--- config.mk ---
export PLATFORM = sky130hd
export DESIGN_NAME = rng_arbiter
export DESIGN_NICKNAME = d
export VERILOG_FILES = /design/src/rtl/rng_arbiter.sv
export SDC_FILE = /design/constraint.sdc
export NUM_CORES = 1
export LEC_CHECK = 0
export CORE_MARGIN = 2
export CORE_UTILIZATION = 36
export DETAILED_ROUTE_END_ITERATION = 10
export PLACE_DENSITY_LB_ADDON = 0.1
export SYNTH_ARGS = -nofsm -noshare
export SYNTH_HDL_FRONTEND = slang
export SYNTH_SLANG_ARGS = --single-unit
export TNS_END_PERCENT = 5
--- constraint.sdc ---
create_clock -name clk -period 1.2 [get_ports clk]
set_input_delay 0.24 -clock clk [delete_from_list [all_inputs] [get_ports clk]]
set_output_delay 0.24 -clock clk [all_outputs]
set_load 0.02 [all_outputs]
--- src/rtl/rng_arbiter.sv ---
// rng_arbiter: round-robin sequencer sharing one rand_num_gen between
// several requesters. A grant steps the generator for SETTLE enable cycles,
// captures its output and returns it with a one-cycle one-hot ack.
// While nothing is pending the generator may free-run to stir its state.
module rng_arbiter #(
    parameter int NREQ   = 2,
    parameter int WIDTH  = 8,
    parameter int SETTLE = 1
) (
    input  logic                    clk,
    input  logic                    reset,
    input  logic [NREQ-1:0]         req,
    input  logic                    idle_spin,
    input  logic [WIDTH-1:0]        rng_val,
    output logic                    rng_enb,
    output logic [NREQ-1:0]         ack,
    output logic [WIDTH-1:0]        data,
    output logic [$clog2(NREQ)-1:0] grant_id,
    output logic                    busy
);

    localparam int IW = $clog2(NREQ);
    localparam int CW = $clog2(SETTLE + 1);
    localparam logic [NREQ-1:0] ONE_HOT0 = NREQ'(1);
    localparam logic [IW-1:0]   LAST_IDX = IW'(NREQ - 1);
    localparam logic [CW-1:0]   CNT_LOAD = CW'(SETTLE - 1);

    typedef enum logic [1:0] {
        IDLE    = 2'd0,
        STEP    = 2'd1,
        CAPTURE = 2'd2
    } state_t;

    state_t          state;
    state_t          state_nxt;
    logic [IW-1:0]   last;
    logic [IW-1:0]   winner;
    logic [IW-1:0]   idx;
    logic            found;
    logic [CW-1:0]   cnt;
    logic [NREQ-1:0] eligible;
    logic            any_eligible;

    // A requester whose ack is pulsing this cycle is excluded, so a level
    // request held through its own ack cycle cannot be granted twice.
    assign eligible     = req & ~ack;
    assign any_eligible = |eligible;

    // Round-robin search: first eligible index upward from last+1, wrapping.
    always_comb begin
        winner = last;
        idx    = last;
        found  = 1'b0;
        for (int k = 0; k < NREQ; k++) begin
            idx = (idx == LAST_IDX) ? '0 : idx + 1'b1;
            if (!found && eligible[idx]) begin
                winner = idx;
                found  = 1'b1;
            end
        end
    end

    // State register.
    always_ff @(posedge clk or posedge reset) begin
        if (reset) begin
            state <= IDLE;
        end else begin
            state <= state_nxt;
        end
    end

    // Next-state and state-decoded outputs; idle stirring yields to any
    // pending request so it never delays a grant.
    always_comb begin
        state_nxt = state;
        rng_enb   = 1'b0;
        busy      = 1'b1;
        case (state)
            IDLE: begin
                busy    = 1'b0;
                rng_enb = idle_spin & ~any_eligible;
                if (any_eligible) begin
                    state_nxt = STEP;
                end
            end
            STEP: begin
                rng_enb = 1'b1;
                if (cnt == '0) begin
                    state_nxt = CAPTURE;
                end
            end
            CAPTURE: begin
                state_nxt = IDLE;
            end
            default: begin
                state_nxt = IDLE;
            end
        endcase
    end

    // Grant latch, step counter, result capture and the one-cycle ack.
    always_ff @(posedge clk or posedge reset) begin
        if (reset) begin
            ack      <= '0;
            data     <= '0;
            grant_id <= '0;
            last     <= LAST_IDX;
            cnt      <= '0;
        end else begin
            ack <= '0;
            case (state)
                IDLE: begin
                    if (any_eligible) begin
                        grant_id <= winner;
                        last     <= winner;
                        cnt      <= CNT_LOAD;
                    end
                end
                STEP: begin
                    if (cnt != '0) begin
                        cnt <= cnt - 1'b1;
                    end
                end
                CAPTURE: begin
                    data <= rng_val;
                    ack  <= ONE_HOT0 << grant_id;
                end
                default: begin
                end
            endcase
        end
    end

endmodule

==> results of run 1 <==
[registers in the layout, summed over array words and instances, names as in the netlist]
name and count:
grant_id 1, data 8, last 1, ack 2
state 2
[routing by layer]
layer	global-route usage [%]	wire (µm)	vias up
met5	0	0	-
met4	3.636	0	0
met3	2.800	91	0
met2	25.51	682	17
met1	18.75	511	215
li1	-	-	228
[critical path, delay by kind of cell (launching register included)]
kind | cells | cell delay [ns]
buf+inv | 1 | 0.12
simple gates | 2 | 0.21
flops | 1 | 0.39
compound gates | 1 | 0.16
[metrics by stage]
step	total power, mW	worst slack (ns)	setup TNS, ns	instances
after floorplan	1.726	0.04589	0	43
after global placement	2.531	-0.5983	-1.708	95
after detailed placement	2.556	-0.6170	-1.664	95
after CTS	2.862	-0.1706	-0.9056	99
after global routing	3.007	-0.2372	-1.454	100
final	2.823	-0.1817	-0.9348	100
[cell usage after synthesis]
cell type	number	area share, %
buf_6	1	1.9
inv_1	4	2.5
a41oi_1	1	1.5
nor4b_2	1	2.5
dfrtp_1	13	54
dfstp_2	1	4.4
nand2b_1	4	4.2
o21ai_0	1	0.84
nor2_1	5	3.1
and2b_2	1	1.5
o211ai_1	1	1.3
a21oi_1	1	0.84
a31oi_1	1	1.0
mux2_4	8	20
[cells by family (layout without fill, tap and decap cells)]
kind of cell / after synthesis / after routing
compound gates: 5 / 5
buf+inv: 5 / 46
flops: 14 / 14
mux: 8 / 8
simple gates: 11 / 11
[where the power goes]
group / switching [mW] / internal, mW
Combinational: 0.738 / 0.940
Sequential: 0.159 / 0.718
Clock: 0.140 / 0.128
Total: 1.04 / 1.79
[path summary, 6_finish.rpt]
path,end,startpoint,slack [ns],cells past startpoint
min,data[2],reset,0.25,3
min reg2reg,data[7],data[7],0.52,1
max,rng_enb,ack[0],-0.18,4
max in group asynchronous,last,reset,0.70,3
min in group clk,last,req[0],0.37,2
max reg2reg,data[4],state[0],-0.09,4
[what timing repair did]
action | CTS | global route
buffers inserted | 0 | 1
endpoints found under the setup margin | 23 | 23
pin swaps | 3 | 1
gates resized for setup | 50 | 12
cloned | 0 | 0
[cell type report]
cell class                      instances  area (µm²)  share of cell area, %
Timing Repair Buffer                   38       327.8                  32.35
Tap cell                               16       20.02                  1.975
Clock buffer                            4       26.28                  2.593
Multi-Input combinational cell         24       271.5                  26.79
Inverter                                4       15.01                  1.481
Sequential cell                        14       352.8                  34.81
==> key figures, run 1 <==
Timing
  • Final setup violating endpoints: 12
  • Final hold vios: 0
  • RSZ-0062 raised after global routing: true
  • Final setup skew: about 0.0059 ns
  • Final slew viol count: 0
  • Max transition margin: roughly 80%
  • Final period util: 115.1%
  • Worst setup margin: -0.1817 ns
  • Fmax: about 0.72 GHz
  • Worst-margin pin slew: around 0.26 ns
  • Min Tclk post-route: ~1.4 ns
  • Smallest hold slack: 0.2538 ns

Finish
  • Most frequent cells in the layout: 12 x dfrtp_1, 11 x buf_4, 10 x clkdlybuf4s50_1
  • Layout Nets: a little under 100
  • Finished Cell Area: roughly 1000 µm²
  • Fin util: around two thirds
  • Layout cells sized above 1: between 50 and 60%
  • Fillers: 135
  • Area Overhead vs Synth: 69.46%
  • Ant diodes: 0
  • Most common cell after layout, fill and taps aside: dfrtp_1

Logic synthesis
  • Yosys reg bits: 14
  • Largest family of logic cells by synthesized area: multiplexers
  • Simple-gate portion of the synthesized area: 11.30%
  • Xor-xnor portion of the synthesized cell area: 0%
  • Post-Synth Adder-Cell Area: 0%
  • Syn Inst Count: 43
  • Mapped Area: about 600 µm²
  • Synth cell types: 14
  • Post-synthesis mux area share: between 20% and 30%
  • Register area share after synthesis: between 50% and 60%
  • Net Count, Synth: 56
  • Mapped Avg Cell Area: approximately 14 µm²
  • Yosys warning total: 0
  • Compound-Gate Fraction of Synth Area: between 5 and 6%

Global route
  • Largest net degree at the start of global routing: 15
  • Vias in the first global route: between 400 and 500
  • Gr ovfl total: 0
  • Global-route usage over all layers: 14.67%
  • First-pass GRT wire length: roughly 2100 µm
  • Initial antenna violation count: 0

Clocking
  • CTS H-tree lvls: 1
  • CTS Buf Count: 3
  • CTS Hold Bufs: 0
  • Clock transition at path regs: about 0.080 ns
  • Clk root buf: clkbuf_4
  • CTS Buffer Depth: 2
  • CTS tree: yes
  • Later-pin clock latency in the skew report: between 0.2 and 0.3 ns
  • Sink Count: 14

Critical path
  • Kind of start point of the critical path: flop
  • Worst Setup Path Type: reg2out
  • CP Data Arrival Time: 1.14 ns
  • Critical Path RT: 0.96 ns
  • Worst path max stage delay: about 0.39 ns
  • Crit path cell chain: nand2b_4 > a31oi_4 > nor2_2 > buf_6
  • Element type at the critical path end: output port
  • Slowest cell on crit path: dfrtp_1
  • CP Max Fanout: 2

Detailed routing
  • # DRC: 0
  • Routed WL per cell: about 13 µm
  • DRT iter0 DRCs: 1
  • Vias per inst: about 4.6
  • Final ANT Viol Nets: 0
  • Drt total wl: 1284 µm
  • Drt pass-1 iters: 3
  • Via count: 460

Status
  • Status: complete, but fails checks
  • Violated checks: negative setup slack

Pwr
  • LEAKAGE: between 0.5 and 0.6 nW
  • Worst ir drop on vdd: approximately 1.4 mV
  • Pwr dens: between 2000 and 3000 nW/µm²

Die
  • Die X: 44.76 µm
  • Io pins: 26
  • Die Y-Extent: between 40 and 50 µm
  • Starting Density: approximately 39%
  • Core Box Area: roughly 1500 µm²
  • Die Area: between 2000 and 2500 µm²
  • FP Rows: 14

Placed design
  • GPL Wtd Cong: around 0.71
  • DP HPWL: a little over 900 µm
  • Post-place instance area: 962.2 µm²
  • IO buf count: 25

Worst hold path
  • Worst min path class: in2async

Flow run
  • MaxCap Viol Count: 0
No activity file was read; power rests on OpenSTA's default activity.
==> run 2: changes to the inputs <==
- CORE_UTILIZATION: 36 -> 39
- SETUP_SLACK_MARGIN: unset -> 0.1
- clock period: 1.2 -> 1.5 ns (I/O delays scaled with it)
==> key figures, run 2 (synthesis gave the netlist of run 1 again) <==
Finish
  • Biggest regs: data: 8 flops, ack: 2 flops, state: 2 flops
  • Layout cells sized above 1: between 30% and 40%
  • Most common cell after layout, fill and taps aside: dfrtp_1
  • Finished Cell Area: around 940 µm²
  • Most frequent cells in the layout: 11 x dfrtp_1, 10 x clkdlybuf4s50_1, 9 x dlygate4sd2_1
  • Top reg by flops: data
  • Ant diodes: 0
  • Number of flip-flops in the largest register: 8
  • Area Overhead vs Synth: 57.53%
  • Fin util: between 60 and 70%
  • Layout Nets: between 90 and 100

Status
  • Status: completed

Die
  • FP Rows: 14
  • Core Box Area: 1471 µm²
  • Die Y-Extent: ~43 µm
  • Starting Density: between 40% and 50%
  • Die Area: ~1900 µm²
  • Die X: 43.16 µm
  • Io pins: 26

Clocking
  • Clk root buf: clkbuf_4
  • CTS tree: yes
  • Sink Count: 14
  • Later-pin clock latency in the skew report: 0.27 ns
  • CTS Buf Count: 3
  • Post-CTS Setup Bufs: 0
  • CTS Hold Bufs: 0
  • CTS H-tree lvls: 1
  • CTS Buffer Depth: 2
  • Clock transition at path regs: roughly 0.080 ns

Global route
  • First-pass GRT wire length: between 1500 and 2000 µm
  • Global-route usage over all layers: between 10 and 15%
  • Largest net degree at the start of global routing: 15
  • Vias in the first global route: about 440
  • Gr ovfl total: 0
  • Initial antenna violation count: 0

Critical path
  • Critical path startpoint: ack[1]
  • R2R depth: 3
  • Worst Setup Path Type: reg2out
  • Crit path cell chain: nand2b_4 > a31oi_1 > nor2_1 > buf_4
  • Element type at the critical path end: output port
  • Worst Setup EP: rng_enb
  • CP Max Fanout: 2
  • CP Data Arrival Time: 1.15 ns
  • Reg2reg setup slack: a little under 0.3 ns
  • Reg-to-Reg End: data[5]
  • Kind of start point of the critical path: flop
  • Critical Path RT: roughly 1.2 ns
  • Worst path max stage delay: around 0.38 ns
  • Slowest cell on crit path: dfrtp_1
  • Worst reg2reg path startpoint: state[0]

Detailed routing
  • Drt total wl: between 1000 and 1500 µm
  • DRT iter0 DRCs: 5
  • Via count: 432
  • # DRC: 0
  • Final ANT Viol Nets: 0
  • Vias per inst: ~4.6
  • Drt pass-1 iters: 2
  • Routed WL per cell: approximately 12 µm

Pwr
  • Psw: about 0.75 mW
  • Pwr dens: 2173 nW/µm²
  • Flop pwr share: approximately a third
  • Worst ir drop on vdd: 1.190 mV
  • Total power: slightly above 2 mW
  • Gate power share: 52.1%
  • Int Pwr: around 1.3 mW
  • Switching Fraction: between 30% and 40%
  • LEAKAGE: just under 0.5 nW
  • Clock share of power: roughly 13%

Timing
  • Worst-margin pin slew: 0.2969 ns
  • RSZ-0062 raised after global routing: true
  • Final slew viol count: 0
  • Min Tclk post-route: approximately 1.5 ns
  • Final setup skew: a little over 0.0009 ns
  • Final period util: between 90% and 100%
  • Fmax: slightly below 0.7 GHz
  • Setup TNS: 0 ns
  • Max transition margin: roughly four fifths
  • Final hold vios: 0
  • Smallest hold slack: roughly 0.31 ns
  • Final setup violating endpoints: 0

Placed design
  • Post-place instance area: 909.6 µm²
  • GPL Wtd Cong: 0.7739
  • DP HPWL: 850.1 µm
  • IO buf count: 25

Worst hold path
  • Worst min path class: in2async

Flow run
  • MaxCap Viol Count: 0
==> run 2: through the flow <==
step           std cells  setup WS [ns]
2_1_floorplan         43         0.2295
3_3_place_gp          90        -0.3991
3_5_place_dp          90        -0.3986
4_1_cts               94       -0.05058
5_1_grt               94       -0.02313
6_report              94        0.04962
==> run 2: power groups by stage <==
stage          registers, mW  clock network (mW)  logic [mW]
2_1_floorplan          0.866                   0       0.508
3_3_place_gp           0.707                   0        1.17
3_5_place_dp           0.709                   0        1.19
4_1_cts                0.708               0.274        1.06
5_1_grt                0.745               0.287        1.14
6_report               0.716               0.264        1.07
==> run 2: per-layer routing <==
| layer | vias up | GRT usage, % | part of all wire, % |
|---|---|---|---|
| met5 | - | 0 | 0 |
| met4 | 0 | 5.455 | 0 |
| met3 | 0 | 2.979 | 6.6 |
| met2 | 17 | 18.21 | 44 |
| met1 | 199 | 18.80 | 49 |
| li1 | 216 | - | - |
==> run 2: area by class of cell <==
type	count	area [µm²]
fill	125	529.3
sequential	14	354.1
timing repair buffer	32	279.0
multi-input combinational	24	237.7
clock buffer	4	36.28
tap	16	20.02
inverter	4	15.01
==> run 2: worst max-delay path, delay by kind of cell, from the launching register on <==
family                 cells  cell delay, ns
DFF                        1            0.38
and+or+nand+nor            2            0.19
buffers and inverters      1            0.15
AOI/OAI and AO/OA          1            0.15
==> run 2: repair_timing <==
item                       CTS  global route
pin swaps                    1             1
setup endpoints to repair   13             3
resized for setup           19            11
==> run 2: worst min-delay path by stage <==
| stage | startpoint | endpoint | cells after the start |
|---|---|---|---|
| global placement | grant_id | ack[0] | 1 |
| floorplan | reset | ack[0] | 1 |
| global route | req[0] | last | 2 |
| CTS | reset | data[2] | 3 |
| finish | reset | data[2] | 3 |
| detailed placement | grant_id | ack[0] | 1 |
